### src/rtl/opcode_encoder.sv
// One-hot control request -> 8-bit opcode encoder with a small valid/ready FIFO.
// Optional macro OPCODE_ENCODER_PARITY_EN stores an odd-parity bit with each entry.
module opcode_encoder #(
  parameter int DEPTH     = 4,
  parameter int ERR_CNT_W = 8
) (
  input  logic                     clk,
  input  logic                     rst,
  input  logic                     in_valid,
  output logic                     in_ready,
  input  logic [26:0]              in_line,
  output logic                     out_valid,
  input  logic                     out_ready,
  output logic [7:0]               out_opcode,
  output logic                     out_parity,
  output logic [$clog2(DEPTH):0]   level,
  output logic                     err_pulse,
  output logic [ERR_CNT_W-1:0]     err_count
);

  localparam int PW = $clog2(DEPTH);
  localparam int LW = PW + 1;
`ifdef OPCODE_ENCODER_PARITY_EN
  localparam int EW = 9;
`else
  localparam int EW = 8;
`endif

  function automatic logic [7:0] map_line(input int idx);
    logic [7:0] code;
    code = 8'h00;
    if (idx >= 1 && idx <= 4)        code = 8'(8'h10 + idx - 1);
    else if (idx >= 5 && idx <= 14)  code = 8'((idx - 3) << 4);
    else if (idx == 15)              code = 8'hC0;
    else if (idx == 16)              code = 8'hC1;
    else if (idx == 17)              code = 8'hD0;
    else if (idx == 18)              code = 8'hE0;
    else if (idx >= 19 && idx <= 22) code = 8'(8'hF0 + idx - 19);
    return code;
  endfunction

  logic [7:0] line_code [23];

  generate
    for (genvar gi = 0; gi < 23; gi++) begin : g_map
      assign line_code[gi] = map_line(gi);
    end
  endgenerate

  logic [7:0]  enc_code;
  logic [4:0]  hot_cnt;
  logic        well_formed;

  // OR of per-line codes is exact only when a single line is hot, which is
  // the only case that gets enqueued.
  always_comb begin
    enc_code = 8'h00;
    hot_cnt  = 5'd0;
    for (int i = 0; i < 23; i++) begin
      if (in_line[i]) begin
        enc_code = enc_code | line_code[i];
        hot_cnt  = hot_cnt + 5'd1;
      end
    end
    well_formed = (hot_cnt == 5'd1) && (in_line[26:23] == 4'b0000);
  end

  logic [PW-1:0]        wr_ptr_q, wr_ptr_d;
  logic [PW-1:0]        rd_ptr_q, rd_ptr_d;
  logic [LW-1:0]        level_q, level_d;
  logic [ERR_CNT_W-1:0] err_count_q, err_count_d;
  logic                 err_pulse_q, err_pulse_d;
  logic [EW-1:0]        mem_q [DEPTH];
  logic [EW-1:0]        entry_d;
  logic [EW-1:0]        head;
  logic                 accept, push, pop, bad;

  assign in_ready  = (level_q != LW'(DEPTH));
  assign out_valid = (level_q != '0);
  assign accept    = in_valid & in_ready;
  assign push      = accept & well_formed;
  assign bad       = accept & ~well_formed;
  assign pop       = out_valid & out_ready;

`ifdef OPCODE_ENCODER_PARITY_EN
  assign entry_d = {~^enc_code, enc_code};
`else
  assign entry_d = enc_code;
`endif

  always_comb begin
    wr_ptr_d    = push ? wr_ptr_q + 1'b1 : wr_ptr_q;
    rd_ptr_d    = pop  ? rd_ptr_q + 1'b1 : rd_ptr_q;
    level_d     = level_q;
    if (push && !pop)      level_d = level_q + 1'b1;
    else if (!push && pop) level_d = level_q - 1'b1;
    err_pulse_d = bad;
    err_count_d = err_count_q;
    if (bad && (err_count_q != '1)) err_count_d = err_count_q + 1'b1;
  end

  always_ff @(posedge clk) begin
    if (rst) begin
      wr_ptr_q    <= '0;
      rd_ptr_q    <= '0;
      level_q     <= '0;
      err_count_q <= '0;
      err_pulse_q <= 1'b0;
    end else begin
      wr_ptr_q    <= wr_ptr_d;
      rd_ptr_q    <= rd_ptr_d;
      level_q     <= level_d;
      err_count_q <= err_count_d;
      err_pulse_q <= err_pulse_d;
    end
  end

  // Storage needs no reset: stale entries are unreachable once pointers clear.
  always_ff @(posedge clk) begin
    if (push && !rst) mem_q[wr_ptr_q] <= entry_d;
  end

  assign head       = mem_q[rd_ptr_q];
  assign out_opcode = out_valid ? head[7:0] : 8'h00;
`ifdef OPCODE_ENCODER_PARITY_EN
  assign out_parity = out_valid ? head[EW-1] : 1'b0;
`else
  assign out_parity = 1'b0;
`endif
  assign level      = level_q;
  assign err_pulse  = err_pulse_q;
  assign err_count  = err_count_q;

endmodule

### config.mk
export PLATFORM = sky130hd
export DESIGN_NAME = opcode_encoder
export DESIGN_NICKNAME = d
export VERILOG_FILES = /design/src/rtl/opcode_encoder.sv
export SDC_FILE = /design/constraint.sdc
export NUM_CORES = 1
export LEC_CHECK = 0
export CAP_MARGIN = 15
export CORE_MARGIN = 2
export CORE_UTILIZATION = 35
export DETAILED_ROUTE_END_ITERATION = 10
export GPL_TIMING_DRIVEN = 0
export SLEW_MARGIN = 20
export SYNTH_ARGS = -nofsm -noshare
export SYNTH_HDL_FRONTEND = slang
export SYNTH_SLANG_ARGS = --single-unit
### constraint.sdc
create_clock -name clk -period 24.2 [get_ports clk]
set_input_delay 6.05 -clock clk [delete_from_list [all_inputs] [get_ports clk]]
set_output_delay 6.05 -clock clk [all_outputs]
set_load 0.05 [all_outputs]
==> results of run 1 <==
[stage by stage]
step	std cells	setup WS (ns)	power (W)	hold WS, ns
floorplan	555	4.22	0.000639	0.485
detailed placement	773	1.77	0.000750	0.504
finish	781	1.98	0.000820	0.515
CTS	781	2.00	0.000820	0.512
global placement	773	1.93	0.000738	0.500
global route	781	0.755	0.000901	0.537
[cell usage after synthesis, types with 11 or more instances]
master,count,area share [%]
edfxtp_1,24,15
and2_1,17,2.2
and3_1,11,1.4
o21ai_0,21,2.2
nand2_1,53,4.1
nand3_1,27,2.8
nor2_1,42,3.3
ha_1,28,7.3
xnor2_1,33,6.0
dfxtp_1,18,7.5
nor3_1,18,1.9
a21oi_1,24,2.5
inv_1,19,1.5
xor2_1,28,5.1
clkbuf_1,15,1.2
[sequential cells by signal (all words and copies together) (netlist names), named ones only]
register and flops:
level 3, wr_ptr_q 2, mem_q 24, err_count 8, rd_ptr_q 2, err_pulse 1
[cells by family (layout without fill, tap and decap cells)]
kind of cell / Yosys count / after routing
AOI/OAI and AO/OA: 95 / 95
xor gates and xnor gates: 84 / 84
adders and majority gates: 29 / 29
buffers and inverters: 49 / 99
DFF: 42 / 42
muxes: 21 / 21
other: 1 / 3
and+or+nand+nor: 232 / 232
[metal layers]
metal | global-route usage (%) | part of all wire, % | vias to the layer above
met5 | 0 | 0 | -
met4 | 4.02 | 1.8 | 0
met3 | 2.02 | 3.2 | 21
met2 | 25.7 | 46 | 86
met1 | 23.1 | 49 | 2010
li1 | - | - | 2094
[cell type report]
class / instances / area (µm²) / area share (%)
buffer: 29 / 143 / 2.54
clock buffer: 6 / 129 / 2.30
clock inverter: 2 / 13.8 / 0.245
inverter: 20 / 75.1 / 1.34
multi-input combinational: 464 / 3520 / 62.9
sequential: 42 / 1080 / 19.3
tap: 176 / 220 / 3.93
timing repair buffer: 42 / 420 / 7.50
[worst register-to-register path, stage by stage (launching register included)]
cell      delay, ns
dfxtp_1        0.34
or3_1          0.36
clkbuf_1       0.19
nand2_1        0.15
ha_1           0.19
inv_1          0.06
fa_1           0.37
xor2_1         0.17
or3_1          0.31
a21oi_1        0.15
[where the power goes]
part           total [W]  switching, W  internal [W]
Clock          0.0000645     0.0000263     0.0000382
Combinational   0.000673      0.000376      0.000298
Sequential     0.0000822    0.00000347     0.0000787
Total           0.000820      0.000405      0.000415
[path summary, 6_finish.rpt]
path	start	end	slack, ns	cells after the start
worst max register to register	level[2]$_SDFFE_PP0P_	level[2]$_SDFFE_PP0P_	21.83	9
worst min register to register	err_count[1]$_SDFFE_PP0P_	err_count[1]$_SDFFE_PP0P_	0.51	2
worst max-delay path	in_line[1]	level[2]$_SDFFE_PP0P_	1.98	83
worst min-delay path	err_count[1]$_SDFFE_PP0P_	err_count[1]$_SDFFE_PP0P_	0.51	2
==> metrics.cfg, run 1 <==
[global_routing]
grt_pass1_wl_um = 19600
grt_max_degree = 14
grt_pass1_vias = 4000
grt_overflow = 0
track_usage_pct = 16.1
antenna_found_initial = 0

[power]
ir_drop_uv = 70.7
powerDensity_nw_per_um2 = 146
power.leakage_nw = 2.23

[timing]
slew_viol_final = 0
setup_viol = 0
fin_tns_setup_ns = 0
post-route-period-util_pct = 91.8
rsz0062_at_grt = false
maxSlewHeadroom_pct = 43.7
max_freq_mhz = 45.0
min_period_ns = 22.22
skew_ns = 0.00443
hold_violations = 0
max_slew.worst_pin.slew_ns = 0.842

[worst_setup_path]
worstPathArrival_ns = 22.43
cp_slowest_stage_delay_ns = 0.57
crit_slowest_cell = clkdlybuf4s50_1
cp-end-kind = register
crit_type = in2reg
critPathLaunchType = input pin
cp_num_buf_inv = 9
worstPathRequired_ns = 24.41
critPathTopFamily = adder cells
crit_fanout = 8
cpMostUsedCell = ha_1

[floorplan]
chipHeight_um = 121
io_pins = 54
die_area_um2 = 14700
core_area_um2 = 13300
start_util_pct = 36.1
fp.dieW_um = 121
placementRows = 42

[drt]
wl_um = 11600
dr.pass1.iters = 5
drc = 0
vias = 4211
dr.first_iter.drc_count = 312
postRouteAntennaNets = 0
viasPerCell = 5.39
routedWlPerCell_um = 14.8

[finish]
mostFrequentLayoutCells = 53 x nand2_1, 42 x nor2_1, 42 x clkdlybuf4s50_1, 33 x xnor2_1
drive_gt1_share_pct = 8.60
area_delta_synth_final_pct = 16.4
diodes = 0
fin_util_pct = 42.0
layout_commonest_cell = nand2_1
n_fill_cell = 1384
design_area_um2 = 5610
layout.nets = 664

[place]
place_hpwl_um = 9150
portBuffers = 42
gp_congestion = 0.830
placed_area_um2 = 5460

[clock_tree]
worstSkewPairLatency_ns = 0.28
clock-sinks = 42
clock_path_buffers = 2
postCtsSetupBuffers = 0
cts_resized = 0
htree_levels = 2
ctsHoldBuffers = 0
cts_buffers = 5
cts_tree = done
clockRootBuffer = clkbuf_16
cts.clk_slew.worst_paths_ns = 0.06

[yosys]
syn-cell-area_um2 = 4820
yosysWarnings = 0
synth-compound-area-share_pct = 13.3
synth-seq-area-share_pct = 22.4
async_flop_share_pct = 0
synthDistinctLibCells = 73
synthCells = 553
ys.flop_type = edfxtp_1
synth_top_family_by_area = simple AND/OR/NAND/NOR gates
synth_xor_xnor_area_share_pct = 21.0
synth-seq-cells = 42
synth_enable_flop_cells = 24
synth-adder-area-share_pct = 7.69
synthSimpleGateAreaFrac_pct = 24.9
avgSynthCellArea_um2 = 8.71
synthMuxAreaShare_pct = 6.08

[job]
maxCapViolCount = 0

[run_status]
status = complete, no violations

[worst_hold_path]
min-delay-path-class = reg2reg

Power figures use the tool's default switching activity.
==> run 2, diff against run 1 <==
--- a/config.mk
+++ b/config.mk
@@ -6,10 +6,13 @@
 export NUM_CORES = 1
 export LEC_CHECK = 0
 export CAP_MARGIN = 15
+export CELL_PAD_IN_SITES_DETAIL_PLACEMENT = 0
+export CELL_PAD_IN_SITES_GLOBAL_PLACEMENT = 1
 export CORE_MARGIN = 2
 export CORE_UTILIZATION = 35
 export DETAILED_ROUTE_END_ITERATION = 10
 export GPL_TIMING_DRIVEN = 0
+export PLACE_DENSITY_LB_ADDON = 0.1
 export SLEW_MARGIN = 20
 export SYNTH_ARGS = -nofsm -noshare
 export SYNTH_HDL_FRONTEND = slang
==> metrics.cfg, run 2 (same netlist as run 1, synthesis figures left out) <==
[worst_hold_path]
hp-start = err_count[1]$_SDFFE_PP0P_
min-delay-path-class = reg2reg

[worst_setup_path]
cp-end-kind = register
cpMostUsedCell = ha_1
worstPathArrival_ns = 22.49
cp_slowest_stage_delay_ns = 0.55
r2r-start = level[0]$_SDFFE_PP0P_
startpoint = in_line[1]
critPathLaunchType = input pin
worstPathRequired_ns = 24.41
crit_type = in2reg
cp_num_buf_inv = 9
crit_fanout = 8
crit_slowest_cell = clkdlybuf4s50_1
critPathTopFamily = adder cells

[place]
placed_area_um2 = 5460
portBuffers = 42
dp_cells = 773
place_hpwl_um = 9520
gp_congestion = 0.827

[drt]
postRouteAntennaNets = 0
dr.first_iter.drc_count = 201
viasPerCell = 5.23
wl_um = 11800
vias = 4081
dr.pass1.iters = 4
drc = 0
routedWlPerCell_um = 15.1

[global_routing]
track_usage_pct = 16.4
grt_max_degree = 13
grt_pass1_vias = 3947
antenna_found_initial = 0
grt_pass1_wl_um = 19600
grt_overflow = 0

[power]
comb_power_share_pct = 82.2
power.share.clock_pct = 7.8
powerDensity_nw_per_um2 = 146
ir_drop_uv = 94.2
power.leakage_nw = 2.23
power_w = 0.000820
p_seq_share_pct = 10.0
p_sw_w = 0.000405
p_sw_share_pct = 49.4
internal_power_w = 0.000415

[finish]
regMostFlops = mem_q
layout.nets = 664
largest_reg_flops = 24
design_area_um2 = 5600
area_delta_synth_final_pct = 16.3
final_cells = 781
layout_commonest_cell = nand2_1
diodes = 0
drive_gt1_share_pct = 8.26
n_fill_cell = 1397
mostFrequentLayoutCells = 53 x nand2_1, 42 x nor2_1, 42 x clkdlybuf4s50_1, 33 x xnor2_1

[floorplan]
start_util_pct = 36.1
io_pins = 54
core_area_um2 = 13300
chipHeight_um = 121
die_area_um2 = 14700
placementRows = 42
fp.dieW_um = 121

[clock_tree]
cts_tree = done
postCtsSetupBuffers = 0
worstSkewPairLatency_ns = 0.28
cts_resized = 0
htree_levels = 2
clock_path_buffers = 2
ctsHoldBuffers = 0
clockRootBuffer = clkbuf_16
cts_buffers = 5
cts.clk_slew.worst_paths_ns = 0.06
clock-sinks = 42

[timing]
max_slew.worst_pin.slew_ns = 0.759
maxSlewHeadroom_pct = 49.2
hold_violations = 0
post-route-period-util_pct = 92.1
min_period_ns = 22.28
max_freq_mhz = 44.9
skew_ns = 0.00613
setup_viol = 0
rsz0062_at_grt = false
slew_viol_final = 0
fin_tns_setup_ns = 0

[run_status]
status = complete, no violations

[job]
maxCapViolCount = 0

[run 2: changes by cell type in the layout (fill, tap and decap cells not counted), sizes merged]
cell	previous run	this run
clkbuf	21	23
clkinv	2	0
[run 2: worst min-delay path: cells and delay by family, from the launching register on]
kind | cells | cell delay (ns)
AO/OA/AOI/OAI | 2 | 0.13
flip-flops | 1 | 0.33
[run 2: power groups by stage]
stage	sequential (W)	combinational [W]	clock [W]
6_report	0.0000820	0.000674	0.0000639
5_1_grt	0.0000828	0.000757	0.0000686
4_1_cts	0.0000822	0.000680	0.0000649
3_5_place_dp	0.0000837	0.000676	0
3_3_place_gp	0.0000836	0.000671	0
2_1_floorplan	0.0000906	0.000548	0
[run 2: area by class of cell]
class	instances	area (µm²)	area share, %
clock buffers	8	136	2.44
flip-flops and latches	42	1080	19.3
repair buffers	42	420	7.51
plain buffers	29	143	2.55
well taps	176	220	3.93
multi-input cells	464	3520	62.9
inverters	20	75.1	1.34
[run 2: stage by stage]
| step | setup slack (ns) | hold slack [ns] | util, % |
|---|---|---|---|
| detailed placement | 1.54 | 0.501 | 40.9 |
| CTS | 1.78 | 0.511 | 42.0 |
| global route | 0.382 | 0.544 | 42.0 |
| finish | 1.92 | 0.509 | 42.0 |
| global placement | 1.70 | 0.498 | 40.9 |
| floorplan | 4.22 | 0.485 | - |
[run 2: worst paths after layout]
check | end | slack [ns] | depth (start not counted)
worst min-delay path | err_count[1]$_SDFFE_PP0P_ | 0.51 | 2
worst min register to register | err_count[1]$_SDFFE_PP0P_ | 0.51 | 2
worst max-delay path | level[2]$_SDFFE_PP0P_ | 1.92 | 83
worst max register to register | level[2]$_SDFFE_PP0P_ | 21.80 | 11
[run 2: routing by layer]
| metal | track usage [%] | wire [µm] | vias to the layer above |
|---|---|---|---|
| met5 | 0 | 0 | - |
| met4 | 2.44 | 93 | 0 |
| met3 | 2.07 | 285 | 6 |
| met2 | 25.8 | 5170 | 50 |
| met1 | 24.5 | 6210 | 1932 |
| li1 | - | - | 2093 |
